## config.mk

```make
export PLATFORM = sky130hd
export DESIGN_NAME = irom_loader_flat
export DESIGN_NICKNAME = d
export VERILOG_FILES = /design/src/rtl/irom_loader_if.sv /design/src/rtl/irom_loader.sv /design/src/flat_wrapper.sv
export SDC_FILE = /design/constraint.sdc
export NUM_CORES = 1
export LEC_CHECK = 0
export ABC_AREA = 1
export BUFFER_PORTS_ARGS = -buffer_cell sky130_fd_sc_hd__buf_2
export CAP_MARGIN = 40
export CORE_ASPECT_RATIO = 0.6
export CORE_MARGIN = 3
export CORE_UTILIZATION = 30
export DETAILED_ROUTE_END_ITERATION = 6
export PLACE_DENSITY = 0.45
export REMOVE_ABC_BUFFERS = 1
export SYNTH_ARGS = -nofsm -noshare
export SYNTH_HDL_FRONTEND = slang
export SYNTH_SLANG_ARGS = --single-unit
```

## constraint.sdc

```tcl
create_clock -name clk -period 4.65 [get_ports clk]
set_input_delay 0.465 -clock clk [delete_from_list [all_inputs] [get_ports clk]]
set_output_delay 0.465 -clock clk [all_outputs]
set_load 0.1 [all_outputs]
```

## src/rtl/irom_loader_if.sv

```systemverilog
// Image-ROM bus between irom_loader (master) and the ROM macro (slave).
// IROM_EN is active-low and drives the ROM CEN pin directly.
interface irom_loader_if;
  logic       IROM_EN;
  logic [5:0] IROM_A;
  logic [7:0] IROM_Q;

  modport master (output IROM_EN, output IROM_A, input IROM_Q);
  modport slave  (input IROM_EN, input IROM_A, output IROM_Q);
endinterface

```

## src/rtl/irom_loader.sv

```systemverilog
// irom_loader: streams a 64-byte image out of a fixed-latency ROM into a
// local 64x8 buffer (row-major, address = row*8+col) with a registered read port.
// Optional running byte checksum is enabled by defining LOADER_CHECKSUM_EN;
// without it the checksum port is tied to zero.
module irom_loader #(
  parameter int RD_LAT = 2              // ROM read latency in clock edges, 1..4
) (
  input  logic          clk,
  input  logic          reset,
  input  logic          start,
  irom_loader_if.master rom,
  input  logic [5:0]    rd_addr,
  output logic [7:0]    rd_data,
  output logic          busy,
  output logic          done,
  output logic [15:0]   checksum
);

  localparam logic [1:0] IDLE  = 2'd0;
  localparam logic [1:0] FETCH = 2'd1;
  localparam logic [1:0] DRAIN = 2'd2;
  localparam logic [1:0] DONE  = 2'd3;

  logic [1:0]             state;
  // Stage 0 is the address on the ROM bus this cycle; stage k is the address
  // issued k cycles earlier. The oldest stage lines up with IROM_Q.
  logic [RD_LAT-1:0]      vld_pipe;
  logic [RD_LAT-1:0][5:0] addr_pipe;
  logic [7:0]             mem [64];

  logic       launch;
  logic       cap;
  logic       cap_last;
  logic [5:0] cap_addr;

  assign launch   = start && (state == IDLE || state == DONE);
  assign cap      = vld_pipe[RD_LAT-1];
  assign cap_addr = addr_pipe[RD_LAT-1];
  assign cap_last = cap && (cap_addr == 6'd63);

  // ROM bus comes straight from pipeline stage 0 flops
  assign rom.IROM_EN = ~vld_pipe[0];
  assign rom.IROM_A  = addr_pipe[0];

  // Control FSM, address issue, capture pipeline and registered read port
  always_ff @(posedge clk) begin
    if (reset) begin
      state     <= IDLE;
      vld_pipe  <= '0;
      addr_pipe <= '0;
      busy      <= 1'b0;
      done      <= 1'b0;
      rd_data   <= '0;
    end else begin
      rd_data <= mem[rd_addr];
      for (int k = 1; k < RD_LAT; k++) begin
        vld_pipe[k]  <= vld_pipe[k-1];
        addr_pipe[k] <= addr_pipe[k-1];
      end
      case (state)
        IDLE, DONE: begin
          if (launch) begin
            state        <= FETCH;
            vld_pipe[0]  <= 1'b1;
            addr_pipe[0] <= '0;
            busy         <= 1'b1;
            done         <= 1'b0;
          end
        end
        FETCH: begin
          if (addr_pipe[0] == 6'd63) begin
            vld_pipe[0] <= 1'b0;        // address parks at 63
            state       <= DRAIN;
          end else begin
            addr_pipe[0] <= addr_pipe[0] + 6'd1;
          end
        end
        default: ;
      endcase
      // Last capture wins over the FETCH->DRAIN step (matters when RD_LAT=1)
      if (cap_last) begin
        state <= DONE;
        busy  <= 1'b0;
        done  <= 1'b1;
      end
    end
  end

  // Buffer write at the capture edge; contents are never reset
  always_ff @(posedge clk) begin
    if (!reset && cap) mem[cap_addr] <= rom.IROM_Q;
  end

`ifdef LOADER_CHECKSUM_EN
  // Running sum of captured bytes, restarted on every accepted start
  always_ff @(posedge clk) begin
    if (reset || launch) checksum <= '0;
    else if (cap)        checksum <= checksum + {8'd0, rom.IROM_Q};
  end
`else
  assign checksum = '0;
`endif

endmodule
```

## src/flat_wrapper.sv

```systemverilog
// flat-port wrapper written by rule: the top's interface ports become plain ports
module irom_loader_flat 
#(
  parameter int RD_LAT = 2                                                      
)
  (clk, reset, start, rd_addr, rd_data, busy, done, checksum, rom_IROM_EN, rom_IROM_A, rom_IROM_Q);
  irom_loader_if rom_i ();
  input  logic clk;
  input  logic reset;
  input  logic start;
  input  logic [5:0] rd_addr;
  output logic [7:0] rd_data;
  output logic busy;
  output logic done;
  output logic [15:0] checksum;
  output wire logic [$bits(rom_i.IROM_EN)-1:0] rom_IROM_EN;
  output wire logic [$bits(rom_i.IROM_A)-1:0] rom_IROM_A;
  input wire logic [$bits(rom_i.IROM_Q)-1:0] rom_IROM_Q;
  assign rom_IROM_EN = rom_i.IROM_EN;
  assign rom_IROM_A = rom_i.IROM_A;
  assign rom_i.IROM_Q = rom_IROM_Q;
  irom_loader #(.RD_LAT(RD_LAT)) u_core (.clk(clk), .reset(reset), .start(start), .rom(rom_i), .rd_addr(rd_addr), .rd_data(rd_data), .busy(busy), .done(done), .checksum(checksum));
endmodule
```

---- Word level (Yosys, flattened, before mapping) ----
Memories as Yosys holds them, arrays and structs flattened. A register that Yosys moved wholly into a read port is not among the register bits.
Index checks and enable logic that the tools add are counted.
storage, ports and cells
  output and inout port bits .............. 33
  memories kept ........................... 1
  flip-flop bits (word level) ............. 18
  bits in writable memories ............... 512
  ROM bits ................................ 0
  input bits .............................. 17
  latch bits .............................. 0
memories
  memory      depth  bits a word  read ports  clocked after memory_dff  wr ports  RTL line           text
  u_core.mem  64     8            1           1                         1         irom_loader.sv:29  logic [7:0] mem [64];
operators by class
  reduce and logical (&&, ||, !) cells .... 17
  shifts and indexed selects .............. 0
  equality and inequality tests ........... 9
  multipliers ............................. 0
  $add $sub $neg .......................... 1
  bitwise gates (word level) .............. 1
  $lt $le $gt $ge ......................... 0
  muxes and demuxes ....................... 15
  div/mod/pow operators ................... 0
operators by type and width
  cell                                                                     count
  6-bit equality test, second input constant                               2
  6-bit 2-to-1 mux                                                         2
  6-bit one-hot mux with 2 select lines                                    1
  3-bit AND reduction                                                      3
  1-bit 2-to-1 mux                                                         7
  6-bit by 1-bit adder with 6-bit output, second input constant            1
  2-bit 2-to-1 mux                                                         3
  3-bit by 1-bit inequality test with 1-bit output, second input constant  2
  2-bit nonzero test                                                       3
  2-bit by 1-bit inequality test with 1-bit output, second input constant  2
  2-bit one-hot mux with 2 select lines                                    1
  2-bit AND reduction                                                      2
  2-bit OR reduction                                                       2
  1-bit logical AND                                                        3
  3-bit nonzero test                                                       1
  2-bit by 1-bit equality test with 1-bit output, second input constant    1
  2-bit equality test, second input constant                               1
  2-bit zero test                                                          1
  2-bit inequality test, second input constant                             1
  1-bit one-hot mux with 2 select lines                                    1
  1-bit zero test                                                          1
  1-bit logical OR                                                         1
  1-bit NOT                                                                1

---- Logic depth before layout (Yosys ltp) ----
Gate-level depths: netlist of the first run.
  word-level depth ........................ 6
  gate-level depth with buffers ........... 12
  mapped depth without buffers ............ 10

---- Worst setup path after synthesis of the first run ----
No wires, ideal clock.
  kind .................................... reg-to-reg
  start point ............................. reg u_core.addr_pipe (netlist bit u_core.rom.IROM_A[1])
  end point ............................... reg u_core.addr_pipe (netlist bit u_core.rom.IROM_A[5])
  library setup time ...................... 0.120 ns
  data required time ...................... 4.530 ns
  path buffers ............................ 0
  stages on the path, launching flop included .. 10
  setup slack ............................. 2.466 ns
  arrival ................................. 2.064 ns
  cell sequence ........................... dfxtp_1 -> ha_1 -> nand2_1 -> nor2_1 -> nand2_1 -> nand2_1 -> nand2_1 -> nand3_1 -> o21ai_0 -> nor3b_1
on the way
  longest elaborated chain between the ends .. 3
  elaborated cells between the ends (all ways) .. 6
RTL lines
  what                                                                           RTL line                              text
  start, declared                                                                irom_loader.sv:28                     logic [RD_LAT-1:0][5:0] addr_pipe;
  start signal, assigned by index                                                irom_loader.sv:58                     addr_pipe[k] <= addr_pipe[k-1];
  6-bit by 1-bit adder with 6-bit output or 6-bit equality test (tied branches)  irom_loader.sv:75, irom_loader.sv:71
  6-bit 2-to-1 mux or 2-bit inequality test (tied branches)                      n/a
  6-bit one-hot mux with 2 select lines or 3-bit AND reduction (tied branches)   n/a
Parallel ways exist; a longest one is shown, timed or not. The select of a mux whose other input is x is not followed.
A chain may end at the register's enable or synchronous reset.

---- Final worst setup path of the first run ----
  start point ............................. reg u_core.vld_pipe[1]
  end point ............................... mem u_core.mem[52][5], enable pin
on the way
  longest elaborated chain between the ends .. 3
RTL lines
  what                                    RTL line           text
  start, declared                         irom_loader.sv:27  logic [RD_LAT-1:0] vld_pipe;
  start signal, assigned by index         irom_loader.sv:57  vld_pipe[k] <= vld_pipe[k-1];
  1-bit logical AND                       irom_loader.sv:91  if (!reset && cap) mem[cap_addr] <= rom.IROM_Q;
  1-bit 2-to-1 mux                        irom_loader.sv:91
  1-bit 2-to-1 mux (implied by the code)  irom_loader.sv:91
  end, declared                           irom_loader.sv:29
Every way passes these cells.

==> results of run 1 <==
-- power by group --
group / switching, uW / internal, uW
registers: 27.1 / 5330
clock network: 1850 / 2370
logic: 734 / 185
total: 2610 / 7890
-- worst min-delay path, cell delays in order --
cell	delay, ns
buf_2	0.10
nand2_1	0.05
nand2_1	0.05
a21oi_1	0.06
-- synthesized netlist by cell type --
cell type  count  area (um^2)
nand2_1      659         2474
edfxtp_1     512        15370
nand3_1      441         2207
nor2_1        76        285.3
buf_4         42        315.3
inv_1         30        112.6
buf_1         26        97.59
dfxtp_1       26        520.5
buf_2         24        120.1
clkbuf_1      21        78.83
a21oi_1       18        90.09
buf_6         13        146.4
nand4_1        7        43.79
o21ai_0        6        30.03
nor3_1         5        25.02
ha_1           3        37.54
buf_8          1        15.01
clkinv_4       1        8.760
conb_1         1        3.750
inv_2          1        3.750
nor3b_1        1        7.510
-- kinds of logic after synthesis --
| logic type | count (synthesis) | share of synthesized area (%) |
|---|---|---|
| DFF | 538 | 72.26 |
| buffers and inverters | 159 | 4.084 |
| other | 1 | 0.01705 |
| and+or+nand+nor | 1189 | 22.92 |
| adders and majority gates | 3 | 0.1707 |
| AOI/OAI and AO/OA | 24 | 0.5461 |
-- per-stage QoR --
stage	instance area (um^2)	hold WS, ns	total power [uW]	instances	worst slack (ns)
floorplan	21280	0.4811	5961	1802	1.633
global placement	23080	0.4584	6364	2857	1.434
detailed placement	23240	0.4757	6378	2864	1.614
CTS	24870	0.1477	10570	2952	2.060
global route	24870	0.1946	10860	2952	1.888
finish	24870	0.1782	10500	2952	2.027
-- state kept, by name, summed over array words and instances, names as in the netlist --
register	cells
u_core.rd_data	8
u_core.rom.IROM_A	6
u_core.state	2
u_core.busy	1
u_core.cap_addr	6
u_core.mem	512
u_core.done	1
u_core.vld_pipe	2
-- routing by layer --
| metal | up-vias | part of all wire, % |
|---|---|---|
| met1 | 7245 | 52 |
| met5 | - | 0 |
| met4 | 0 | 1.2 |
| met3 | 63 | 8.9 |
| li1 | 6689 | - |
| met2 | 506 | 38 |
-- worst max path at each step --
| stage | end | slack (ns) | cells after the start |
|---|---|---|---|
| after global placement | u_core.mem[37][5]$_DFFE_PP_ | 1.43 | 4 |
| after CTS | u_core.mem[52][5]$_DFFE_PP_ | 2.06 | 4 |
| after floorplan | u_core.rd_data[3]$_SDFF_PP0_ | 1.63 | 8 |
| after global routing | u_core.mem[52][5]$_DFFE_PP_ | 1.89 | 4 |
| final | u_core.mem[52][5]$_DFFE_PP_ | 2.03 | 4 |
| after detailed placement | u_core.mem[52][3]$_DFFE_PP_ | 1.61 | 4 |
-- final cells by class --
class / instances / area [um^2] / area share [%]
Clock inverter: 24 / 250.2 / 1.006
Tap cell: 975 / 1220 / 4.906
Timing Repair Buffer: 87 / 732.0 / 2.944
Inverter: 32 / 130.1 / 0.5233
Clock buffer: 64 / 1378 / 5.540
Sequential cell: 538 / 15900 / 63.93
Multi-Input combinational cell: 1232 / 5260 / 21.15
==> flow_metrics.py, run 1 <==
metrics = {
    "critical_path": {
        "startpoint_type": "flip-flop",
        "crit_top_cell": "nor2_1",
        "worst_setup_path_end_kind": "flip-flop",
        "r2r_start": "u_core.vld_pipe[1]$_SDFF_PP0_",
        "critical-path-max-stage-delay_ns": 0.85,
        "slowest_stage": "nor2_1",
        "r2r-end": "u_core.mem[52][5]$_DFFE_PP_",
        "path_buf_inv": 1,
        "path_cells": "inv_1 > nor2_1 > nand4_1 > nor2_1",
        "critPathMaxFanout": 8,
        "r2r_slack_ns": 2.03,
        "startpoint": "u_core.vld_pipe[1]$_SDFF_PP0_",
        "worst-endpoint-arrival_ns": 2.84,
        "setup.worst_path.class": "reg -> reg",
        "rr_worst_depth": 4,
        "cpLargestDelayFamily": "simple AND/OR/NAND/NOR gates",
        "cp.required_ns": 4.87,
    },
    "clock_network": {
        "clk_pin_slew_ns": 0.07,
        "clock_latency_ns": 0.60,
        "cts_tree": "built",
        "cts.path.max_buffers": 3,
        "post_cts_buffers": 0,
        "cts_root_buf": "clkbuf_16",
        "cts_hold_buf": 0,
        "ctsResizeCount": 0,
        "h-tree-depth": 2,
        "cts.sinks": 538,
        "cts_buffers": 49,
    },
    "global_routing": {
        "use_met2_pct": 21.43,
        "grt_pass1_wl_mm": 96.11,
        "gr-max-usage-layer": "met1",
        "grt.met3_usage_pct": 4.731,
        "use_met1_pct": 28.41,
        "grt_overflow": 0,
        "grt_usage_pct": 17.00,
        "antenna_found_initial": 1,
        "grt_max_degree": 166,
        "grt_pass1_vias": 13650,
    },
    "timing": {
        "tightest_slew_ns": 0.9806,
        "rsz0062_at_grt": "false",
        "slew_violations": 0,
        "slew_headroom_pct": 34.63,
        "min_period_ns": 2.623,
        "setup_viol": 0,
        "tns_ns": 0,
        "hold_viol_final": 0,
        "skew_ns": 0.01961,
        "finalCritPeriodShare_pct": 56.42,
        "max_freq_mhz": 381.2,
    },
    "yosys": {
        "ys_warn_count": 0,
        "synth_area_um2": 22000,
        "ys_seq_area_share_pct": 72.26,
        "ys_seq_elements": 538,
        "netlist_instances": 1914,
        "syn_area_per_cell_um2": 11.49,
        "ys_types": 21,
    },
    "die": {
        "io_pins": 50,
        "coreArea_um2": 72170,
        "die_h_um": 215.8,
        "fp.dieW_um": 355.6,
        "rows": 76,
        "start_util_pct": 30.48,
        "fp.dieArea_um2": 76720,
    },
    "power": {
        "power.density_nw_per_um2": 422.3,
        "worst_ir_drop_vdd_uv": 360.9,
        "leakage_uw": 0.008829,
    },
    "cells_and_area": {
        "final_util_pct": 34.45,
        "n_antenna_cell": 0,
        "fin_nets": 1960,
        "fillCellCount": 7103,
        "area_growth_pct": 13.04,
        "drive_gt1_share_pct": 8.194,
        "final_common_cell": "nand2_1",
        "layout_common_cells": "nand2_1, edfxtp_1, nand3_1",
    },
    "placement": {
        "dp_hpwl_mm": 40.21,
        "gp_congestion": 0.8342,
        "numPortBuffers": 33,
    },
    "hold_path": {
        "hold_path.class": "in -> reg",
        "holdPathStages": 4,
        "whs_endpoint": "u_core.done$_SDFFE_PP0P_",
        "min_from": "start",
    },
    "outcome": {
        "outcome": "completed",
    },
    "run": {
        "maxCapViolCount": 0,
    },
    "detailed_routing": {
        "first_pass_iters": 5,
        "drt_iter0_drc": 1544,
        "drtAntennaViolNets": 0,
        "vias": 14500,
        "drt-total-wl_mm": 66.18,
        "drt-wirelength-per-cell_um": 22.42,
        "drc_errors": 0,
        "routed_via_density": 4.913,
    },
}
Power figures use the tool's default switching activity.
==> run 2: changes to the inputs <==
- ABC_AREA: 1 -> 0
- clock period: 4.65 -> 2.5 ns (I/O delays scaled with it)
==> run 2 against run 1 <==
Against the previous run: worst hold slack got worse by 0.044 ns; core utilization rose by 1.7 points; synthesized area fell by 4.4%; combinational power rose by 30%; clock power rose by 76%; register-to-register slack got worse by 1.5 ns; first-iteration DRC count fell by 34%; clock-buffer cell count rose by 11; sequential share of layout area barely moved; sequential cell count did not move; cell count fell by 27%; clock skew fell by 0.0030 ns; largest cell class unchanged.
==> flow_metrics.py, run 2 <==
metrics = {
    "outcome": {
        "outcome": "completed",
    },
    "placement": {
        "dpl-instance-area_um2": 23260,
        "place_inst": 2067,
        "dp_hpwl_mm": 35.54,
        "place_ws_ns": -0.06098,
        "gp_congestion": 0.8322,
        "numPortBuffers": 33,
    },
    "yosys": {
        "ys_top_cells_by_count": "edfxtp_1, mux4_2, nor2_1",
        "yosysTopAreaCell": "edfxtp_1",
        "ys_warn_count": 0,
        "synth_area_um2": 21030,
        "yosys-top-cells-area": "edfxtp_1, mux4_2, mux2i_1",
        "ys_types": 49,
        "synth_top_area_share_pct": 73.09,
        "synth_enable_flop_cells": 512,
        "ys_seq_area_share_pct": 75.57,
        "netlist_instances": 1033,
        "synthArstFlopShare_pct": 0,
        "ys_seq_elements": 538,
        "synthMostInstantiatedCell": "edfxtp_1",
        "syn_area_per_cell_um2": 20.36,
        "synth_flop_cell": "edfxtp_1",
    },
    "critical_path": {
        "path_buf_inv": 3,
        "critPathMaxFanout": 11,
        "slowest_stage": "dlygate4sd3_1",
        "worst_setup_path_end_kind": "flip-flop",
        "cpLargestDelayFamily": "simple AND/OR/NAND/NOR gates",
        "rr_worst_depth": 4,
        "setup.worst_path.class": "in -> reg",
        "r2r_start": "u_core.cap_addr[1]$_SDFF_PP0_",
        "cp.required_ns": 2.78,
        "r2r-end": "u_core.mem[23][0]$_DFFE_PP_",
        "startpoint_type": "input pin",
        "critical-path-max-stage-delay_ns": 0.54,
        "r2r_slack_ns": 0.48,
        "worst-endpoint-arrival_ns": 2.45,
        "path_cells": "dlygate4sd3_1 > buf_2 > and3b_1 > nand3_1 > nor2_1 > buf_4",
    },
    "global_routing": {
        "antenna_found_initial": 1,
        "grt_max_degree": 65,
        "grt_usage_pct": 14.83,
        "grt_pass1_vias": 10560,
        "grt_pass1_wl_mm": 78.32,
        "grt_overflow": 0,
    },
    "cells_and_area": {
        "largest_reg_flops": 512,
        "final_util_pct": 36.19,
        "final_cell_area_um2": 24860,
        "layout_common_cells": "edfxtp_1, buf_4, mux4_2",
        "top_register": "u_core.mem",
        "final_common_cell": "edfxtp_1",
        "fin_cells": 2166,
        "largest_registers": "u_core.mem (512), u_core.rd_data (8)",
        "drive_gt1_share_pct": 28.75,
        "fin_nets": 1230,
        "area_growth_pct": 18.19,
    },
    "clock_network": {
        "ctsResizeCount": 0,
        "post_cts_buffers": 0,
        "cts_buffers": 51,
        "cts_hold_buf": 2,
        "h-tree-depth": 2,
        "cts.path.max_buffers": 3,
        "cts_tree": "built",
        "clock_latency_ns": 0.59,
        "clk_pin_slew_ns": 0.06,
        "cts_root_buf": "clkbuf_16",
        "cts.sinks": 538,
    },
    "power": {
        "worst_ir_drop_vdd_uv": 471.5,
        "p_sw_share_pct": 22.31,
        "p_clk_share_pct": 40.0,
        "p_int_uw": 14400,
        "leakage_uw": 0.008154,
        "pwr-share-seq_pct": 53.5,
        "p_sw_uw": 4135,
        "total_power_uw": 18530,
        "power.density_nw_per_um2": 745.4,
        "p_comb_share_pct": 6.5,
    },
    "detailed_routing": {
        "first_pass_iters": 5,
        "drt-wirelength-per-cell_um": 25.11,
        "vias": 10580,
        "routed_via_density": 4.883,
        "drt_iter0_drc": 1022,
        "drc_errors": 0,
        "drt-total-wl_mm": 54.39,
        "drtAntennaViolNets": 0,
    },
    "hold_path": {
        "hold_path.class": "in -> reg",
        "min_from": "rom_IROM_Q[0]",
        "whs_endpoint": "u_core.mem[37][0]$_DFFE_PP_",
        "holdPathStages": 1,
    },
    "timing": {
        "tightest_slew_ns": 0.9119,
        "skew_ns": 0.01664,
        "rsz0062_at_grt": "false",
        "setup_ws_ns": 0.3299,
        "slew_violations": 0,
        "finalCritPeriodShare_pct": 86.80,
        "slew_headroom_pct": 38.84,
        "hold_viol_final": 0,
        "min_period_ns": 2.170,
        "setup_viol": 0,
        "max_freq_mhz": 460.8,
    },
    "die": {
        "fp.dieW_um": 347.8,
        "io_pins": 50,
        "rows": 74,
        "die_h_um": 211.1,
        "start_util_pct": 30.62,
        "coreArea_um2": 68700,
        "fp.dieArea_um2": 73430,
    },
    "run": {
        "maxCapViolCount": 0,
    },
}
[run 2: per-stage QoR]
stage          TNS (ns)  hold WS [ns]
3_5_place_dp   -0.06098        0.4553
4_1_cts               0        0.1074
6_report              0        0.1343
5_1_grt               0        0.1319
2_1_floorplan         0        0.3167
3_3_place_gp   -0.03023        0.4533
[run 2: cell type report]
cell class | instances | area (um^2)
Fill cell | 6391 | 43840
Sequential cell | 538 | 15900
Multi-Input combinational cell | 436 | 4747
Timing Repair Buffer | 177 | 1479
Clock buffer | 75 | 1450
Tap cell | 912 | 1141
Clock inverter | 20 | 120.1
Inverter | 6 | 22.52
Antenna cell | 2 | 5.005
[run 2: worst max-delay path by stage]
stage                                       from                                end  slack (ns)  cells past startpoint
2_1_floorplan  u_core.rom.IROM_A[0]$_SDFFE_PP0P_  u_core.rom.IROM_A[5]$_SDFFE_PP0P_        0.38                      6
3_3_place_gp                          rd_addr[2]       u_core.rd_data[6]$_SDFF_PP0_       -0.03                      8
3_5_place_dp                          rd_addr[2]       u_core.rd_data[6]$_SDFF_PP0_       -0.06                      8
4_1_cts                                    reset        u_core.mem[23][7]$_DFFE_PP_        0.39                      6
5_1_grt                                    reset        u_core.mem[23][7]$_DFFE_PP_        0.27                      6
6_report                                   reset        u_core.mem[23][0]$_DFFE_PP_        0.33                      6
[run 2: kinds of logic after synthesis]
kind of cell               share of synthesized area, %
DFF                                               75.57
muxes                                             16.18
and+or+nand+nor                                   3.670
buffers and inverters                             2.130
AOI/OAI and AO/OA                                 2.171
adders and majority gates                        0.1785
xor gates and xnor gates                        0.08329
other                                           0.01783
[run 2: routing by layer]
layer | share of wire, % | GRT usage [%]
met1 | 50 | 23.52
met2 | 40 | 19.83
met3 | 7.7 | 4.390
met4 | 1.4 | 2.663
met5 | 0.36 | 1.849
[run 2: power by group through the flow]
stage          clock network (uW)  logic, uW  registers, uW
2_1_floorplan                   0        468          10200
3_3_place_gp                    0       1200          10100
3_5_place_dp                    0       1210          10100
4_1_cts                      7650       1210           9910
5_1_grt                      8070       1270           9910
6_report                     7420       1200           9910
==> run 3: changes to the inputs <==
- CTS_BUF_LIST: unset -> sky130_fd_sc_hd__clkbuf_4 sky130_fd_sc_hd__clkbuf_8
==> run 3 against run 2 <==
Against the previous run: sequential cell count did not move; register-to-register slack barely moved; global-route usage rose by 0.27 points; sequential share of layout area fell by 0.090 points; core utilization rose by 0.051 points; critical endpoint is now u_core.mem[23][3]$_DFFE_PP_; highest routed layer is now met4.
==> flow_metrics.py, run 3 (synthesis gave the netlist of run 2 again) <==
metrics = {
    "outcome": {
        "outcome": "completed",
    },
    "placement": {
        "place_inst": 2067,
        "dp_hpwl_mm": 35.54,
        "gp_congestion": 0.8322,
        "numPortBuffers": 33,
    },
    "critical_path": {
        "startpoint_type": "input pin",
        "r2r_start": "u_core.cap_addr[2]$_SDFF_PP0_",
        "rr_worst_depth": 4,
        "worst_setup_path_end_kind": "flip-flop",
        "startpoint": "reset",
        "worst-endpoint-arrival_ns": 2.42,
        "cp.required_ns": 2.83,
        "r2r-end": "u_core.mem[54][5]$_DFFE_PP_",
        "r2r_slack_ns": 0.49,
        "setup.worst_path.class": "in -> reg",
        "critPathMaxFanout": 11,
    },
    "clock_network": {
        "clk_pin_slew_ns": 0.07,
        "clock_latency_ns": 0.66,
        "cts_tree": "built",
        "cts_hold_buf": 2,
        "ctsResizeCount": 0,
        "cts_root_buf": "clkbuf_8",
        "cts.path.max_buffers": 3,
        "cts_buffers": 82,
        "cts.sinks": 538,
        "h-tree-depth": 3,
        "post_cts_buffers": 0,
    },
    "global_routing": {
        "grt_usage_pct": 15.10,
        "grt_pass1_vias": 10850,
        "use_met2_pct": 19.98,
        "grt_overflow": 0,
        "grt_max_degree": 65,
        "gr-max-usage-layer": "met1",
        "grt.met3_usage_pct": 5.120,
        "grt_pass1_wl_mm": 79.29,
        "antenna_found_initial": 0,
        "use_met1_pct": 23.61,
    },
    "die": {
        "die_h_um": 211.1,
        "io_pins": 50,
        "rows": 74,
        "fp.dieW_um": 347.8,
        "start_util_pct": 30.62,
        "fp.dieArea_um2": 73430,
        "coreArea_um2": 68700,
    },
    "timing": {
        "max_freq_mhz": 477.8,
        "skew_ns": 0.03657,
        "tns_ns": 0,
        "tightest_slew_ns": 0.9484,
        "hold_viol_final": 0,
        "min_period_ns": 2.093,
        "setup_viol": 0,
        "rsz0062_at_grt": "false",
        "slew_headroom_pct": 36.39,
        "finalCritPeriodShare_pct": 83.72,
        "slew_violations": 0,
    },
    "detailed_routing": {
        "drtAntennaViolNets": 0,
        "routed_via_density": 4.865,
        "first_pass_iters": 5,
        "drc_errors": 0,
        "drt_iter0_drc": 957,
        "drt-total-wl_mm": 55.04,
        "drt-wirelength-per-cell_um": 24.78,
        "vias": 10810,
    },
    "cells_and_area": {
        "fillCellCount": 6398,
        "top_register": "u_core.mem",
        "final_common_cell": "edfxtp_1",
        "area_growth_pct": 18.36,
        "fin_cells": 2221,
        "largest_reg_flops": 512,
        "fin_nets": 1261,
        "layout_common_cells": "edfxtp_1, buf_4, mux4_2",
        "drive_gt1_share_pct": 32.65,
        "largest_registers": "u_core.mem (512), u_core.rd_data (8)",
    },
    "hold_path": {
        "whs_endpoint": "u_core.mem[50][0]$_DFFE_PP_",
        "holdPathStages": 1,
        "min_from": "rom_IROM_Q[0]",
        "hold_path.class": "in -> reg",
    },
    "power": {
        "power.density_nw_per_um2": 736.7,
        "leakage_uw": 0.008254,
        "worst_ir_drop_vdd_uv": 348.3,
    },
    "run": {
        "maxCapViolCount": 0,
    },
}
[run 3: area by class of cell]
type / instances / area (um^2) / share of cell area, %
clock inverter: 33 / 171.4 / 0.6885
tap: 912 / 1141 / 4.584
antenna: 1 / 2.502 / 0.01005
clock buffer: 118 / 1436 / 5.770
sequential: 538 / 15900 / 63.85
timing repair buffer: 177 / 1479 / 5.941
inverter: 6 / 22.52 / 0.09047
multi-input combinational: 436 / 4747 / 19.07
[run 3: routing by layer]
| metal | vias to the layer above | share of wire [%] |
|---|---|---|
| met5 | - | 0 |
| met4 | 0 | 1.4 |
| met3 | 66 | 8.4 |
| met2 | 393 | 41 |
| met1 | 5705 | 50 |
| li1 | 4641 | - |
[run 3: where the power goes]
group	switching [uW]	leakage (uW)	total, uW	internal [uW]
clock network	3420	0.000860	7230	3800
registers	34.1	0.00481	9920	9880
logic	798	0.00258	1200	399
total	4250	0.00825	18300	14100
[run 3: worst max path at each step]
stage / cells past startpoint / end
detailed placement: 8 / u_core.rd_data[6]$_SDFF_PP0_
global route: 6 / u_core.mem[23][3]$_DFFE_PP_
CTS: 6 / u_core.mem[23][3]$_DFFE_PP_
finish: 6 / u_core.mem[23][3]$_DFFE_PP_
global placement: 8 / u_core.rd_data[6]$_SDFF_PP0_
floorplan: 6 / u_core.rom.IROM_A[5]$_SDFFE_PP0P_
[run 3: metrics by stage]
step / util [%] / cell area, um^2 / worst slack, ns / power [uW] / hold slack [ns]
floorplan: - / 20660 / 0.3826 / 10680 / 0.3167
global placement: 33.86 / 23260 / -0.03023 / 11310 / 0.4533
detailed placement: 33.86 / 23260 / -0.06098 / 11310 / 0.4553
CTS: 36.23 / 24890 / 0.4512 / 18580 / 0.02024
global route: 36.23 / 24890 / 0.3534 / 19120 / 0.02777
finish: 36.24 / 24900 / 0.4070 / 18340 / 0.06405
[run 3: worst max-delay path: stages]
cell,delay [ns]
dlygate4sd3_1,0.54
buf_2,0.22
and3b_1,0.32
nand3_1,0.50
nor2_1,0.33
buf_4,0.25
